==> config.mk <==
export PLATFORM = sky130hd
export DESIGN_NAME = conv_mac_sequencer
export DESIGN_NICKNAME = d
export VERILOG_FILES = /design/src/rtl/conv_pkg.sv /design/src/rtl/conv_tag_pipe.sv /design/src/rtl/conv_mac_sequencer.sv
export SDC_FILE = /design/constraint.sdc
export NUM_CORES = 1
export LEC_CHECK = 0
export ABC_AREA = 1
export BUFFER_PORTS_ARGS = -buffer_cell sky130_fd_sc_hd__buf_2
export CAP_MARGIN = 20
export CORE_ASPECT_RATIO = 0.5
export CORE_UTILIZATION = 35
export DETAILED_ROUTE_END_ITERATION = 12
export GPL_TIMING_DRIVEN = 0
export PLACE_DENSITY = 0.52
export SLEW_MARGIN = 25
export SYNTH_ARGS = -nofsm -noshare
export SYNTH_HDL_FRONTEND = slang
export SYNTH_SLANG_ARGS = --single-unit
==> constraint.sdc <==
create_clock -name clk -period 2.3 [get_ports clk]
set_input_delay 0.345 -clock clk [delete_from_list [all_inputs] [get_ports clk]]
set_output_delay 0.345 -clock clk [all_outputs]
set_load 0.005 [all_outputs]
==> src/rtl/conv_pkg.sv <==
// Shared definitions for the convolution MAC sequencer: state encoding and
// default widths/latency.
package conv_pkg;

    localparam int unsigned ACC_W_DEF    = 8;
    localparam int unsigned PIX_W_DEF    = 16;
    localparam int unsigned PIPE_LAT_DEF = 4;

    localparam logic [2:0] ST_IDLE   = 3'd0;
    localparam logic [2:0] ST_LOAD_W = 3'd1;
    localparam logic [2:0] ST_FEED   = 3'd2;
    localparam logic [2:0] ST_DRAIN  = 3'd3;
    localparam logic [2:0] ST_DONE   = 3'd4;

endpackage

==> src/rtl/conv_tag_pipe.sv <==
// Fixed-depth 1-bit tag shift register that tracks pixel completions through
// the MAC pipeline; empty_o is high when no tag is in flight.
module conv_tag_pipe #(
    parameter int unsigned DEPTH = 4
) (
    input  logic clk,
    input  logic rst,
    input  logic tag_i,
    output logic tag_o,
    output logic empty_o
);

    logic [DEPTH-1:0] stage_q;
    logic [DEPTH-1:0] stage_d;

    always_comb begin
        stage_d    = '0;
        stage_d[0] = tag_i;
        for (int unsigned i = 1; i < DEPTH; i++) begin
            stage_d[i] = stage_q[i-1];
        end
    end

    always_ff @(posedge clk or posedge rst) begin
        if (rst) begin
            stage_q <= '0;
        end else begin
            stage_q <= stage_d;
        end
    end

    assign tag_o   = stage_q[DEPTH-1];
    assign empty_o = ~|stage_q;

endmodule

==> src/rtl/conv_mac_sequencer.sv <==
// Sequences the MAC array through one convolution layer (weight load + data
// beat per channel group). Optional perf counters: CONV_SEQ_PERF_CNT_EN.
module conv_mac_sequencer
    import conv_pkg::*;
#(
    parameter int unsigned ACC_W    = ACC_W_DEF,
    parameter int unsigned PIX_W    = PIX_W_DEF,
    parameter int unsigned PIPE_LAT = PIPE_LAT_DEF
) (
    input  logic             clk,
    input  logic             rst,
    input  logic             start,
    input  logic [ACC_W-1:0] cfg_acc_num,
    input  logic [PIX_W-1:0] cfg_pix_num,
    output logic             busy,
    output logic             done,
    output logic             wgt_req,
    input  logic             wgt_valid,
    output logic             dat_req,
    input  logic             dat_valid,
    input  logic             out_stall,
    output logic             mac_wgt_load,
    output logic             mac_data_valid,
    output logic             adder_rst,
    output logic             mac_out_valid,
    output logic [ACC_W-1:0] grp_idx,
    output logic [PIX_W-1:0] pix_idx
`ifdef CONV_SEQ_PERF_CNT_EN
    ,
    output logic [31:0]      perf_cycles,
    output logic [31:0]      perf_stall
`endif
);

    logic [2:0]       state_q, state_d;
    logic [ACC_W-1:0] acc_last_q, acc_last_d;
    logic [PIX_W-1:0] pix_last_q, pix_last_d;
    logic [ACC_W-1:0] grp_q, grp_d;
    logic [PIX_W-1:0] pix_q, pix_d;
    logic             tag_push;
    logic             tag_empty;

    assign wgt_req        = (state_q == ST_LOAD_W);
    assign dat_req        = (state_q == ST_FEED) & ~out_stall;
    assign mac_wgt_load   = wgt_req & wgt_valid;
    assign mac_data_valid = dat_req & dat_valid;
    assign adder_rst      = mac_data_valid & (grp_q == '0);
    assign busy           = (state_q == ST_LOAD_W) | (state_q == ST_FEED) | (state_q == ST_DRAIN);
    assign done           = (state_q == ST_DONE);
    assign grp_idx        = grp_q;
    assign pix_idx        = pix_q;

    always_comb begin
        state_d    = state_q;
        acc_last_d = acc_last_q;
        pix_last_d = pix_last_q;
        grp_d      = grp_q;
        pix_d      = pix_q;
        tag_push   = 1'b0;
        case (state_q)
            ST_IDLE: begin
                if (start) begin
                    // A group count of 0 behaves as a single group.
                    acc_last_d = (cfg_acc_num == '0) ? '0 : cfg_acc_num - ACC_W'(1);
                    pix_last_d = cfg_pix_num - PIX_W'(1);
                    grp_d      = '0;
                    pix_d      = '0;
                    state_d    = (cfg_pix_num == '0) ? ST_DRAIN : ST_LOAD_W;
                end
            end
            ST_LOAD_W: begin
                if (mac_wgt_load) begin
                    state_d = ST_FEED;
                end
            end
            ST_FEED: begin
                if (mac_data_valid) begin
                    if (grp_q != acc_last_q) begin
                        grp_d   = grp_q + ACC_W'(1);
                        state_d = ST_LOAD_W;
                    end else begin
                        grp_d    = '0;
                        pix_d    = pix_q + PIX_W'(1);
                        tag_push = 1'b1;
                        state_d  = (pix_q == pix_last_q) ? ST_DRAIN : ST_LOAD_W;
                    end
                end
            end
            ST_DRAIN: begin
                if (tag_empty) begin
                    state_d = ST_DONE;
                end
            end
            ST_DONE:  state_d = ST_IDLE;
            default:  state_d = ST_IDLE;
        endcase
    end

    always_ff @(posedge clk or posedge rst) begin
        if (rst) begin
            state_q    <= ST_IDLE;
            acc_last_q <= '0;
            pix_last_q <= '0;
            grp_q      <= '0;
            pix_q      <= '0;
        end else begin
            state_q    <= state_d;
            acc_last_q <= acc_last_d;
            pix_last_q <= pix_last_d;
            grp_q      <= grp_d;
            pix_q      <= pix_d;
        end
    end

    conv_tag_pipe #(
        .DEPTH(PIPE_LAT)
    ) u_tag_pipe (
        .clk    (clk),
        .rst    (rst),
        .tag_i  (tag_push),
        .tag_o  (mac_out_valid),
        .empty_o(tag_empty)
    );

`ifdef CONV_SEQ_PERF_CNT_EN
    logic [31:0] perf_cycles_q;
    logic [31:0] perf_stall_q;
    logic        stall_cyc;

    // Stall = waiting on weights, or a FEED cycle that issued no beat.
    assign stall_cyc = (wgt_req & ~wgt_valid) | ((state_q == ST_FEED) & ~mac_data_valid);

    always_ff @(posedge clk or posedge rst) begin
        if (rst) begin
            perf_cycles_q <= '0;
            perf_stall_q  <= '0;
        end else if ((state_q == ST_IDLE) && start) begin
            perf_cycles_q <= '0;
            perf_stall_q  <= '0;
        end else begin
            if (busy && (perf_cycles_q != '1)) begin
                perf_cycles_q <= perf_cycles_q + 32'd1;
            end
            if (stall_cyc && (perf_stall_q != '1)) begin
                perf_stall_q <= perf_stall_q + 32'd1;
            end
        end
    end

    assign perf_cycles = perf_cycles_q;
    assign perf_stall  = perf_stall_q;
`endif

endmodule

==> Flow_metrics.wiki <==
{| class="wikitable"
! Metric !! Value
|-
| Unrepaired setup endpoints after global routing || no
|-
| Sequential fraction of the synthesis area || 0.3819
|-
| Largest voltage drop on the vdd net || around 0.36 mV
|-
| Average footprint of a synthesized cell || 7.093 sq um
|-
| Maxcap violations || 0
|-
| Global-route wire length before repair || 14.71 mm
|-
| Final period demand of the worst path || 2.151 ns
|-
| Aggregate routed wire length || between 9 and 10 mm
|-
| Routability-driven placement congestion ratio || around 0.83
|-
| Count of different cell masters after synthesis || 31
|-
| Die Height || approximately 74 um
|-
| Average vias per placed instance || between 4 and 5
|-
| Number of diodes || 0
|-
| Total Neg Setup Slack || 0 ns
|-
| Cell Area, Synth || about 3600 sq um
|-
| Ports || 62
|-
| Number of I/O port buffers || just over 60
|-
| Residual antenna-violating net count after detailed routing || 0
|-
| Transition time at the pin with the least slew margin || approximately 0.59 ns
|-
| Mapped Nets || ~550
|-
| Number of cells on the worst reg-to-reg path || 11
|-
| Required time of the critical path || slightly below 2 ns
|-
| Path type of the worst setup path || reg -> out
|-
| Maximum clock rate || roughly 0.46 GHz
|-
| Setup Viol. Count Final || 0
|-
| Hold Startpoint || cfg_pix_num[0]
|-
| Count of unresolved DRC violations after routing || 0
|-
| Number of clock buffers inserted by TritonCTS || 5
|-
| Number of cells on the worst hold path || 2
|-
| Pin count of the biggest net entering global routing || 47
|-
| Number of nets in the final layout || slightly above 600
|-
| Crit-path max FO || 10
|-
| Layout overhead on the synthesized area || 18.09%
|-
| Ratio of cells with drive above 1 in the final layout || 0.1537
|-
| Number of standard-cell rows in the floorplan || 25
|-
| Total core area || ~9700 sq um
|-
| Post-Route Hold Slack || 0.2601 ns
|-
| Final hold violation count || 0
|-
| Maximum clock path buffer count || 2
|-
| Number of sinks handled by clock tree synthesis || 55
|-
| PwrDens || between 800 and 900 nW/um^2
|-
| Final core utilization || 0.4374
|-
| Post-route standard cell area excluding fillers || ~4300 sq um
|-
| Internal reg-to-reg setup slack || slightly below 0.4 ns
|-
| Initial Util || 0.3704
|-
| Via count of the first global-routing pass || 2949
|-
| First-pass iteration count of the detailed router || 5
|-
| Total cell area at the placement stage || slightly above 4000 sq um
|-
| Final worst path period share || 0.9354
|-
| Critical R2R Capture || pix_idx[9]$_DFFE_PP0P_
|-
| Endpoint with the worst hold slack || pix_last_q[0]$_DFFE_PP0P_
|-
| Gate Count Post-Synth || just over 500
|-
| Max-slew violations || 0
|-
| Worst hold path class || in -> reg
|-
| Overall power || 3.566 mW
|-
| CTS H-tree depth || 2
|-
| Crit Reg-Reg Startpoint || grp_idx[4]$_DFFE_PP0P_
|-
| Skew final || approximately 0.0033 ns
|-
| Syn. warnings || 0
|-
| Detailed-placement wirelength estimate || roughly 7 mm
|-
| Crit path arrival time || 1.81 ns
|-
| Gr usage total || 0.1777
|-
| Initial antenna violation count || 0
|-
| Clock tree from TritonCTS || built
|-
| Clock Latency Late Sink || around 0.29 ns
|-
| Worst slew slack as a fraction of its limit || 0.6072
|-
| First DRT Iteration DRCs || between 200 and 250
|-
| Setup fix buffers added after clock tree synthesis || 0
|-
| Endpoint type of the worst setup path || output port
|-
| Leakage power figure || between 2 and 2.5 nW
|-
| Critical path startpoint category || register
|-
| Run status || complete, no violations
|-
| Horiz. Die Dim || 145.5 um
|-
| Overflow left after global routing || 0
|-
| Number of vias in the routed layout || between 3000 and 4000
|-
| Avg WL per Cell || 12.68 um
|-
| Count of state elements after synthesis || between 50 and 60
|-
| Die ar. || 10730 sq um
|-
| Clk slew on worst S/H paths || 0.07 ns
|-
| Cell at the root of the clock tree || sky130_fd_sc_hd__clkbuf_16
|}
==> worst max-delay path, stage by stage (launching register included) <==
cell and delay [ns]:
sky130_fd_sc_hd__dfrtp_1 0.40, sky130_fd_sc_hd__nor2_1 0.14, sky130_fd_sc_hd__inv_2 0.08, sky130_fd_sc_hd__nor2_8 0.17, sky130_fd_sc_hd__inv_2 0.13, sky130_fd_sc_hd__buf_1 0.31
sky130_fd_sc_hd__nor2_1 0.15, sky130_fd_sc_hd__buf_2 0.12
==> where the power goes <==
part	switching (mW)	total, mW	internal, mW
combinational	0.900	1.44	0.543
sequential	0.168	1.37	1.20
clock	0.350	0.755	0.404
total	1.42	3.57	2.15
==> through the flow <==
stage               worst slack [ns]  std cells
floorplan                     0.6121        508
global placement             -0.2435        704
detailed placement            0.4368        705
CTS                           0.1316        714
global route                 0.01131        714
finish                        0.1487        714
==> cell type report <==
| cell class | instances | area (sq um) |
|---|---|---|
| buffer | 14 | 85.08 |
| clock buffer | 7 | 132.6 |
| clock inverter | 1 | 5.005 |
| fill | 1037 | 5473 |
| inverter | 60 | 227.7 |
| multi-input combinational | 379 | 1917 |
| sequential | 55 | 1376 |
| tap | 135 | 168.9 |
| timing repair buffer | 63 | 342.8 |
==> kinds of logic (layout without fill, tap and decap cells) <==
family | after synthesis | after routing | synth area share
and+or+nand+nor | 289 | 289 | 0.3389
buffers and inverters | 74 | 145 | 0.08611
xor gates and xnor gates | 45 | 45 | 0.1094
DFF | 55 | 55 | 0.3819
adders and majority gates | 7 | 7 | 0.02430
AOI/OAI and AO/OA | 38 | 38 | 0.05938
==> worst max-delay path by stage <==
stage,startpoint,to,slack [ns],cells after the start
final,state_q[2]$_DFFE_PP0P_,dat_req,0.15,7
after global routing,state_q[2]$_DFFE_PP0P_,dat_req,0.01,7
after CTS,state_q[2]$_DFFE_PP0P_,dat_req,0.13,7
after detailed placement,grp_idx[4]$_DFFE_PP0P_,pix_idx[9]$_DFFE_PP0P_,0.44,11
after global placement,rst,pix_last_q[14]$_DFFE_PP0P_,-0.24,2
after floorplan,rst,acc_last_q[0]$_DFFE_PP0P_,0.61,1
==> cell usage in the layout, fill, tap and decap left out, types with 14 or more instances in the layout <==
cell type / count
sky130_fd_sc_hd__nor2_1: 64
sky130_fd_sc_hd__dfrtp_1: 55
sky130_fd_sc_hd__buf_2: 63
sky130_fd_sc_hd__nand2_1: 158
sky130_fd_sc_hd__xnor2_1: 26
sky130_fd_sc_hd__nand3_1: 37
sky130_fd_sc_hd__inv_1: 53
sky130_fd_sc_hd__xor2_1: 19
sky130_fd_sc_hd__o21ai_0: 23
sky130_fd_sc_hd__nor3_1: 14
==> flip-flops by register name, indices dropped and copies added, names as in the netlist <==
name / count
acc_last_q: 8
grp_idx: 8
pix_idx: 16
pix_last_q: 16
state_q: 3
u_tag_pipe.stage_q: 4
==> metal layers <==
metal | GRT usage | wire length [um] | up-vias | share of wire
li1 | - | - | 1731 | -
met1 | 0.2553 | 4756 | 1490 | 0.53
met2 | 0.2740 | 3872 | 64 | 0.43
met3 | 0.03913 | 365 | 6 | 0.040
met4 | 0.03743 | 62 | 0 | 0.0068
met5 | 0 | 0 | - | 0
==> repair_timing <==
item	4_1_cts	5_1_grt
hold endpoints to repair	9	0
hold buffers	1	0
gates resized for setup	0	0
==> cells in the mapped netlist <==
master                     number  area share
sky130_fd_sc_hd__a21oi_1        8       0.011
sky130_fd_sc_hd__a22oi_1        1      0.0021
sky130_fd_sc_hd__and3_1         1      0.0017
sky130_fd_sc_hd__buf_1          1      0.0010
sky130_fd_sc_hd__buf_2          2      0.0028
sky130_fd_sc_hd__buf_4          2      0.0042
sky130_fd_sc_hd__buf_6          3      0.0094
sky130_fd_sc_hd__clkbuf_1       6      0.0062
sky130_fd_sc_hd__dfrtp_1       55        0.38
sky130_fd_sc_hd__ha_1           7       0.024
sky130_fd_sc_hd__inv_1         54       0.056
sky130_fd_sc_hd__inv_2          6      0.0062
sky130_fd_sc_hd__nand2_1      158        0.16
sky130_fd_sc_hd__nand2_2        2      0.0035
sky130_fd_sc_hd__nand2_4        1      0.0031
sky130_fd_sc_hd__nand3_1       37       0.051
sky130_fd_sc_hd__nand3_4        1      0.0049
sky130_fd_sc_hd__nand3b_1       1      0.0021
sky130_fd_sc_hd__nand4_1        6       0.010
sky130_fd_sc_hd__nor2_1        64       0.067
sky130_fd_sc_hd__nor2_2         1      0.0017
sky130_fd_sc_hd__nor2_8         1      0.0056
sky130_fd_sc_hd__nor3_1        14       0.019
sky130_fd_sc_hd__nor3b_1        1      0.0021
sky130_fd_sc_hd__nor4_1         1      0.0017
sky130_fd_sc_hd__o21ai_0       23       0.032
sky130_fd_sc_hd__o21bai_4       1      0.0052
sky130_fd_sc_hd__o22ai_1        4      0.0069
sky130_fd_sc_hd__o31ai_1        1      0.0021
sky130_fd_sc_hd__xnor2_1       26       0.063
sky130_fd_sc_hd__xor2_1        19       0.046
No activity file was read; power rests on OpenSTA's default activity.
